===== src/rtl/memory_stage_if.sv =====
// Data-memory request/acknowledge bus between the MEM pipeline stage and its memory.
interface memory_stage_if;
    logic        req;
    logic        we;
    logic [11:0] addr;
    logic [15:0] wdata;
    logic [15:0] rdata;
    logic        ack;

    modport master (output req, we, addr, wdata, input rdata, ack);
    modport slave  (input req, we, addr, wdata, output rdata, ack);
endinterface


===== src/rtl/memory_stage.sv =====
// MEM pipeline stage: load/store/push/pop over a req/ack memory bus with a 12-bit stack pointer.
// Optional macro STACK_BOUND_CHECK_EN blocks push at SP==0 and pop at SP==SP_INIT and pulses stack_err.
module memory_stage #(
    parameter logic [11:0] SP_INIT = 12'hFFF
) (
    input  logic                  clk,
    input  logic                  reset,
    input  logic [15:0]           result_in,
    input  logic [15:0]           read_data1_in,
    input  logic [15:0]           read_data2_in,
    input  logic [31:0]           pc_plus_one_in,
    input  logic [2:0]            flags_in,
    input  logic                  mem_read,
    input  logic                  mem_write,
    input  logic                  mem_push,
    input  logic                  mem_pop,
    input  logic [1:0]            memory_address_select,
    input  logic [1:0]            memory_write_src_select,
    input  logic                  reg_write,
    input  logic [2:0]            reg_write_address,
    input  logic [1:0]            wb_sel,
    memory_stage_if.master        dmem,
    output logic                  stall,
    output logic [15:0]           mem_data_out,
    output logic [15:0]           result_out,
    output logic                  reg_write_out,
    output logic [2:0]            reg_write_address_out,
    output logic [1:0]            wb_sel_out,
    output logic [31:0]           popped_pc_out,
    output logic                  pc_load_out,
    output logic [2:0]            popped_flags_out,
    output logic                  flags_load_out,
    output logic [11:0]           sp_out,
    output logic                  stack_err
);
    typedef enum logic [1:0] {IDLE, BEAT1, BEAT2} state_t;
    typedef enum logic [1:0] {OP_PUSH, OP_POP, OP_WRITE, OP_READ} op_t;

    state_t      state, state_next;
    op_t         op_sel, op_q;
    logic        any_op, pc_op, pc_q, flag_pop_q, blocked, final_ack;
    logic [11:0] sp, base_addr, first_addr;
    logic [15:0] first_wdata, low_word;

    assign any_op = mem_push | mem_pop | mem_write | mem_read;
    assign sp_out = sp;
    assign dmem.req = (state != IDLE);

    always_comb begin
        if (mem_push)       op_sel = OP_PUSH;
        else if (mem_pop)   op_sel = OP_POP;
        else if (mem_write) op_sel = OP_WRITE;
        else                op_sel = OP_READ;
    end

    // PC as source (push/write) or destination (pop) needs two 16-bit beats
    assign pc_op = (memory_write_src_select == 2'b10) && (op_sel != OP_READ);

`ifdef STACK_BOUND_CHECK_EN
    assign blocked = (state == IDLE) &&
                     ((mem_push && sp == 12'd0) || (op_sel == OP_POP && sp == SP_INIT));

    always_ff @(posedge clk or negedge reset) begin
        if (!reset) stack_err <= 1'b0;
        else        stack_err <= blocked;
    end
`else
    assign blocked   = 1'b0;
    assign stack_err = 1'b0;
`endif

    always_comb begin
        case (memory_address_select)
            2'b01:   base_addr = read_data2_in[11:0];
            2'b10:   base_addr = sp;
            default: base_addr = result_in[11:0];
        endcase
        case (op_sel)
            OP_PUSH: first_addr = sp;
            OP_POP:  first_addr = sp + 12'd1;
            default: first_addr = base_addr;
        endcase
        case (memory_write_src_select)
            2'b00:   first_wdata = read_data1_in;
            2'b01:   first_wdata = read_data2_in;
            2'b10:   first_wdata = pc_plus_one_in[31:16];
            default: first_wdata = {13'b0, flags_in};
        endcase
    end

    assign final_ack = dmem.ack && ((state == BEAT1 && !pc_q) || state == BEAT2);

    always_ff @(posedge clk or negedge reset) begin
        if (!reset) state <= IDLE;
        else        state <= state_next;
    end

    always_comb begin
        state_next = state;
        stall      = 1'b0;
        case (state)
            IDLE: begin
                if (any_op && !blocked) begin
                    state_next = BEAT1;
                    stall      = 1'b1;
                end
            end
            BEAT1: begin
                stall = !final_ack;
                if (dmem.ack) state_next = pc_q ? BEAT2 : IDLE;
            end
            BEAT2: begin
                stall = !final_ack;
                if (dmem.ack) state_next = IDLE;
            end
            default: state_next = IDLE;
        endcase
    end

    // Bus fields are registered so they stay put while the memory inserts wait cycles
    always_ff @(posedge clk or negedge reset) begin
        if (!reset) begin
            op_q       <= OP_PUSH;
            pc_q       <= 1'b0;
            flag_pop_q <= 1'b0;
            dmem.we    <= 1'b0;
            dmem.addr  <= 12'd0;
            dmem.wdata <= 16'd0;
            low_word   <= 16'd0;
            sp         <= SP_INIT;
        end else begin
            if (state == IDLE && state_next == BEAT1) begin
                op_q       <= op_sel;
                pc_q       <= pc_op;
                flag_pop_q <= (op_sel == OP_POP) && (memory_write_src_select == 2'b11);
                dmem.we    <= (op_sel == OP_PUSH) || (op_sel == OP_WRITE);
                dmem.addr  <= first_addr;
                dmem.wdata <= first_wdata;
            end else if (state == BEAT1 && dmem.ack && pc_q) begin
                low_word   <= dmem.rdata;
                dmem.wdata <= pc_plus_one_in[15:0];
                case (op_q)
                    OP_PUSH: dmem.addr <= sp - 12'd1;
                    OP_POP:  dmem.addr <= sp + 12'd2;
                    default: dmem.addr <= dmem.addr + 12'd1;
                endcase
            end
            if (state != IDLE && dmem.ack) begin
                if (op_q == OP_PUSH)     sp <= sp - 12'd1;
                else if (op_q == OP_POP) sp <= sp + 12'd1;
            end
        end
    end

    // MEM/WB register
    always_ff @(posedge clk or negedge reset) begin
        if (!reset) begin
            mem_data_out          <= 16'd0;
            result_out            <= 16'd0;
            reg_write_out         <= 1'b0;
            reg_write_address_out <= 3'd0;
            wb_sel_out            <= 2'd0;
            popped_pc_out         <= 32'd0;
            pc_load_out           <= 1'b0;
            popped_flags_out      <= 3'd0;
            flags_load_out        <= 1'b0;
        end else begin
            pc_load_out    <= 1'b0;
            flags_load_out <= 1'b0;
            if (stall || blocked) begin
                reg_write_out <= 1'b0;
            end else begin
                result_out            <= result_in;
                reg_write_out         <= reg_write;
                reg_write_address_out <= reg_write_address;
                wb_sel_out            <= wb_sel;
                if (final_ack && (op_q == OP_POP || op_q == OP_READ)) begin
                    mem_data_out <= dmem.rdata;
                    if (op_q == OP_POP && pc_q) begin
                        popped_pc_out <= {dmem.rdata, low_word};
                        pc_load_out   <= 1'b1;
                    end
                    if (flag_pop_q) begin
                        popped_flags_out <= dmem.rdata[2:0];
                        flags_load_out   <= 1'b1;
                    end
                end
            end
        end
    end
endmodule

===== src/flat_wrapper.sv =====
// flat-port wrapper written by rule: the top's interface ports become plain ports
module memory_stage_flat 
#(
    parameter logic [11:0] SP_INIT = 12'hFFF
)
  (clk, reset, result_in, read_data1_in, read_data2_in, pc_plus_one_in, flags_in, mem_read, mem_write, mem_push, mem_pop, memory_address_select, memory_write_src_select, reg_write, reg_write_address, wb_sel, stall, mem_data_out, result_out, reg_write_out, reg_write_address_out, wb_sel_out, popped_pc_out, pc_load_out, popped_flags_out, flags_load_out, sp_out, stack_err, dmem_req, dmem_we, dmem_addr, dmem_wdata, dmem_rdata, dmem_ack);
  memory_stage_if dmem_i ();
  input  logic clk;
  input  logic reset;
  input  logic [15:0] result_in;
  input  logic [15:0] read_data1_in;
  input  logic [15:0] read_data2_in;
  input  logic [31:0] pc_plus_one_in;
  input  logic [2:0] flags_in;
  input  logic mem_read;
  input  logic mem_write;
  input  logic mem_push;
  input  logic mem_pop;
  input  logic [1:0] memory_address_select;
  input  logic [1:0] memory_write_src_select;
  input  logic reg_write;
  input  logic [2:0] reg_write_address;
  input  logic [1:0] wb_sel;
  output logic stall;
  output logic [15:0] mem_data_out;
  output logic [15:0] result_out;
  output logic reg_write_out;
  output logic [2:0] reg_write_address_out;
  output logic [1:0] wb_sel_out;
  output logic [31:0] popped_pc_out;
  output logic pc_load_out;
  output logic [2:0] popped_flags_out;
  output logic flags_load_out;
  output logic [11:0] sp_out;
  output logic stack_err;
  output wire logic [$bits(dmem_i.req)-1:0] dmem_req;
  output wire logic [$bits(dmem_i.we)-1:0] dmem_we;
  output wire logic [$bits(dmem_i.addr)-1:0] dmem_addr;
  output wire logic [$bits(dmem_i.wdata)-1:0] dmem_wdata;
  input wire logic [$bits(dmem_i.rdata)-1:0] dmem_rdata;
  input wire logic [$bits(dmem_i.ack)-1:0] dmem_ack;
  assign dmem_req = dmem_i.req;
  assign dmem_we = dmem_i.we;
  assign dmem_addr = dmem_i.addr;
  assign dmem_wdata = dmem_i.wdata;
  assign dmem_i.rdata = dmem_rdata;
  assign dmem_i.ack = dmem_ack;
  memory_stage #(.SP_INIT(SP_INIT)) u_core (.clk(clk), .reset(reset), .result_in(result_in), .read_data1_in(read_data1_in), .read_data2_in(read_data2_in), .pc_plus_one_in(pc_plus_one_in), .flags_in(flags_in), .mem_read(mem_read), .mem_write(mem_write), .mem_push(mem_push), .mem_pop(mem_pop), .memory_address_select(memory_address_select), .memory_write_src_select(memory_write_src_select), .reg_write(reg_write), .reg_write_address(reg_write_address), .wb_sel(wb_sel), .dmem(dmem_i), .stall(stall), .mem_data_out(mem_data_out), .result_out(result_out), .reg_write_out(reg_write_out), .reg_write_address_out(reg_write_address_out), .wb_sel_out(wb_sel_out), .popped_pc_out(popped_pc_out), .pc_load_out(pc_load_out), .popped_flags_out(popped_flags_out), .flags_load_out(flags_load_out), .sp_out(sp_out), .stack_err(stack_err));
endmodule

===== config.mk =====
export PLATFORM = sky130hd
export DESIGN_NAME = memory_stage_flat
export DESIGN_NICKNAME = d
export VERILOG_FILES = /design/src/rtl/memory_stage_if.sv /design/src/rtl/memory_stage.sv /design/src/flat_wrapper.sv
export SDC_FILE = /design/constraint.sdc
export NUM_CORES = 1
export LEC_CHECK = 0
export ABC_CLOCK_PERIOD_IN_PS = 2300
export BUFFER_PORTS_ARGS = -buffer_cell sky130_fd_sc_hd__buf_2
export CAP_MARGIN = 20
export CORE_UTILIZATION = 47
export DETAILED_ROUTE_END_ITERATION = 6
export HOLD_SLACK_MARGIN = 0.06
export PLACE_DENSITY = 0.78
export SYNTH_ARGS = -nofsm -noshare
export SYNTH_HDL_FRONTEND = slang
export SYNTH_SLANG_ARGS = --single-unit

===== constraint.sdc =====
create_clock -name clk -period 2.3 [get_ports clk]
set_clock_uncertainty 0.05 [all_clocks]
set_input_delay 0.345 -clock clk [delete_from_list [all_inputs] [get_ports clk]]
set_output_delay 0.345 -clock clk [all_outputs]
set_load 0.02 [all_outputs]

==> flow_summary.toml <==
[synthesis]
synth_top_flop_cell = "dfrtp_1"
synthArstFlopShare = 1.00
netlist_instances = 714
synth_warnings = 0
synth_edf_count = 0
synth.distinct_cells = 62
syn_area_per_cell_sq_um = 10.2
yosysSeqAreaShare = 0.475
netlist_area_sq_mm = 0.00731
synth_nets = 842
ys_seq_elements = 138

[clock_tree]
cts_buffer_depth = 2
htreeDepth = 4
cts.sinks = 138
cts_buffers = 17
cts_root_buf = "clkbuf_16"
path_clk_slew_ns = 0.07
cts_tree = "yes"
clock_latency_ns = 0.43

[routing]
dr.pass1.iters = 7
drtAntennaViolNets = 0
vias = 6770
routed_wl_mm = 22.9
wl_per_cell_microns = 19.6
drt-initial-drc-count = 451
drc = 0
via_per_inst = 5.81

[global_routing]
grtUsageTotal = 0.287
grt_pass1_wl_mm = 35.1
grt-ovfl-total = 0
grt_pass1_vias = 6496
grt_antenna_before_repair = 1
grt_max_degree = 58

[floorplan]
floorplan.initialDensity = 0.481
die_x_microns = 127
row_count = 45
core_area_sq_mm = 0.0152
dieArea_sq_mm = 0.0161
fp.dieH_microns = 127
ios = 235

[worst_hold_path]
hold_path.class = "input port to register"

[worst_setup_path]
setup.worst_path.end_class = "output pin"
crit_path_cell_trace = "inv_2, ha_2, nor2b_2, o21ai_2, nand2_1, a21oi_2, buf_6, buf_4"
crit_type = "register to output pin"
crit_required_ns = 1.90
start_kind = "register"
cpMaxStageDelayCell = "dfrtp_1"
arrival_ns = 1.85
cp_slowest_stage_delay_ns = 0.37
crit_path_max_fanout = 4

[placed_design]
placed_area_sq_mm = 0.00889
dp_slack_ns = 0.0190
post-place-cells = 1129
portBuffers = 233
post-dp-hpwl_mm = 16.6
gp_congestion = 0.942

[layout]
register_area_sq_mm = 0.00347
multi_input_area_sq_mm = 0.00364
diodes = 0
drive_gt1_frac = 0.441
nets = 1093
area_growth_pct = 31.7
final_cells = 1166
fin_area_sq_mm = 0.00963
num-fill-cells = 1265

[power]
ir_drop_mv = 1.02
total_power_uw = 13800
leakage_uw = 0.00469
power_density_mw_per_mm2 = 1430

[timing]
max_slew_margin = 0.522
hold_viol_final = 0
min_period_over_period = 0.975
layout_setup_ws_ns = 0.0574
period_needed_ns = 2.24
slew_violations = 0
tightest_slew_ns = 0.714
rsz0062_at_grt = "true"
setup_viol = 0
fmax_mhz = 446

[run]
cap_violations = 0

[outcome]
outcome = "completed"
[logic make-up after synthesis]
kind of cell | count (synthesis) | synth area share
other cells | 1 | 0.000513
buf+inv | 69 | 0.0395
xor+xnor | 29 | 0.0348
flops | 138 | 0.475
mux | 92 | 0.143
compound gates | 145 | 0.138
simple gates | 228 | 0.148
fa+ha+maj | 12 | 0.0205
[final timing paths]
check                                                 startpoint                                endpoint  slack, ns  depth (start not counted)
worst max-delay path                   u_core.state[1]$_DFF_PN0_                                   stall       0.06                          8
worst min-delay path                                   reg_write          u_core.reg_write_out$_DFF_PN0_       0.09                          2
worst max register to register      u_core.sp_out[1]$_DFFE_PN1P_        u_core.dmem.addr[11]$_DFFE_PN0P_       0.07                          8
worst min register to register  u_core.dmem.wdata[0]$_DFFE_PN0P_        u_core.dmem.wdata[0]$_DFFE_PN0P_       0.42                          2
max in group asynchronous                                  reset  u_core.popped_flags_out[1]$_DFFE_PN0P_       1.09                          3
min in group asynchronous                                  reset      u_core.mem_data_out[7]$_DFFE_PN0P_       0.40                          2
[repair_timing]
item                                    in CTS  in global routing
gates resized for setup                      3                 20
hold buffers                                 1                  0
pin swaps                                    1                  4
endpoints found under the setup margin       1                 42
cloned                                       0                  1
setup buffers                                3                  0
endpoints found under the hold margin       47                  0
[where the power goes]
part           switching [uW]  internal, uW
Sequential                845          3540
Clock                    1290          1470
Combinational            3900          2720
[layout make-up]
| cell class | count | area share |
|---|---|---|
| tap | 188 | 0.0244 |
| inverter | 14 | 0.00546 |
| clock buffer | 17 | 0.0442 |
| timing repair buffer | 287 | 0.169 |
| clock inverter | 15 | 0.0181 |
| sequential | 138 | 0.361 |
| multi-input combinational | 507 | 0.378 |
[flip-flops by register name, indices dropped and copies added, names as in the netlist]
register and flops:
u_core.popped_pc_out 32, u_core.dmem.wdata 16, u_core.low_word 16, u_core.mem_data_out 16, u_core.result_out 16, u_core.dmem.addr 12
u_core.sp_out 12, u_core.popped_flags_out 3, u_core.reg_write_address_out 3, u_core.op_q 2, u_core.state 2, u_core.wb_sel_out 2
u_core.dmem.we 1, u_core.flag_pop_q 1, u_core.flags_load_out 1, u_core.pc_load_out 1, u_core.pc_q 1, u_core.reg_write_out 1
[stage by stage]
stage / hold WS (ns) / util / setup TNS [ns]
floorplan: -0.000591 / - / -0.288
global placement: 0.303 / 0.585 / 0
detailed placement: 0.306 / 0.585 / 0
CTS: 0.0751 / 0.627 / 0
global route: 0.0763 / 0.633 / -0.383
finish: 0.0885 / 0.633 / 0
[cell usage in the layout, fill, tap and decap left out, types with 3 or more instances in the layout]
master and instances:
xor2_1 8, a211oi_1 3, dfrtp_1 126, a22oi_1 16, or3_1 3, ha_1 9, and2_1 3, buf_2 231
clkinv_8 4, nor2b_1 9, a21oi_2 3, nor4_1 7, nand2_1 90, nand2b_1 7, nor3_1 16, o211ai_1 6
mux2_2 72, o21ai_0 27, inv_8 6, a221o_1 18, mux2i_1 17, mux4_2 3, o21a_1 3, buf_4 50
dfstp_2 11, a21oi_1 32, and3_1 4, xnor2_1 21, or4_1 3, ha_2 3, a221oi_1 8, o31ai_1 4
nor2_1 46, inv_1 12, nand4_1 10, nand3_1 16, clkbuf_16 18
[synth_stat cells, types with 2 or more instances]
| cell type | count | area [sq um] |
|---|---|---|
| and2_1 | 3 | 18.8 |
| nor4_1 | 8 | 50.1 |
| nor2b_1 | 10 | 62.6 |
| ha_1 | 12 | 150 |
| nand4_1 | 10 | 62.6 |
| a22oi_1 | 16 | 120 |
| a21o_1 | 2 | 15.0 |
| nor3_1 | 16 | 80.1 |
| nand3_1 | 16 | 80.1 |
| or2_2 | 2 | 12.5 |
| buf_1 | 5 | 18.8 |
| mux2i_1 | 17 | 170 |
| xor2_1 | 8 | 70.1 |
| a21oi_1 | 35 | 175 |
| a211oi_1 | 3 | 22.5 |
| a221oi_1 | 10 | 87.6 |
| mux2_2 | 72 | 811 |
| o41ai_1 | 2 | 17.5 |
| dfstp_2 | 12 | 315 |
| or3_1 | 3 | 18.8 |
| o32ai_1 | 2 | 17.5 |
| inv_1 | 13 | 48.8 |
| nor2_1 | 47 | 176 |
| o31a_1 | 2 | 17.5 |
| clkbuf_1 | 39 | 146 |
| o31ai_1 | 4 | 30.0 |
| and3_1 | 5 | 31.3 |
| buf_2 | 6 | 30.0 |
| a221o_1 | 18 | 180 |
| or4_1 | 3 | 22.5 |
| and4_1 | 2 | 17.5 |
| dfrtp_1 | 126 | 3150 |
| mux4_2 | 3 | 67.6 |
| nand2_1 | 90 | 338 |
| buf_4 | 4 | 30.0 |
| o21ai_0 | 29 | 145 |
| nand2b_1 | 7 | 43.8 |
| o211ai_1 | 6 | 45.0 |
| o21a_1 | 3 | 22.5 |
| xnor2_1 | 21 | 184 |
[routing by layer]
layer	GRT usage	wire length, microns
met1	0.360	8930
met5	0	9
met4	0.116	638
met2	0.468	11000
met3	0.0806	2230
[critical path: cells and delay by family (launching register included)]
| family | cells | cell delay (ns) |
|---|---|---|
| buf+inv | 3 | 0.32 |
| compound gates | 2 | 0.32 |
| fa+ha+maj | 1 | 0.19 |
| flops | 1 | 0.37 |
| simple gates | 2 | 0.25 |
No activity file was read; power rests on OpenSTA's default activity.
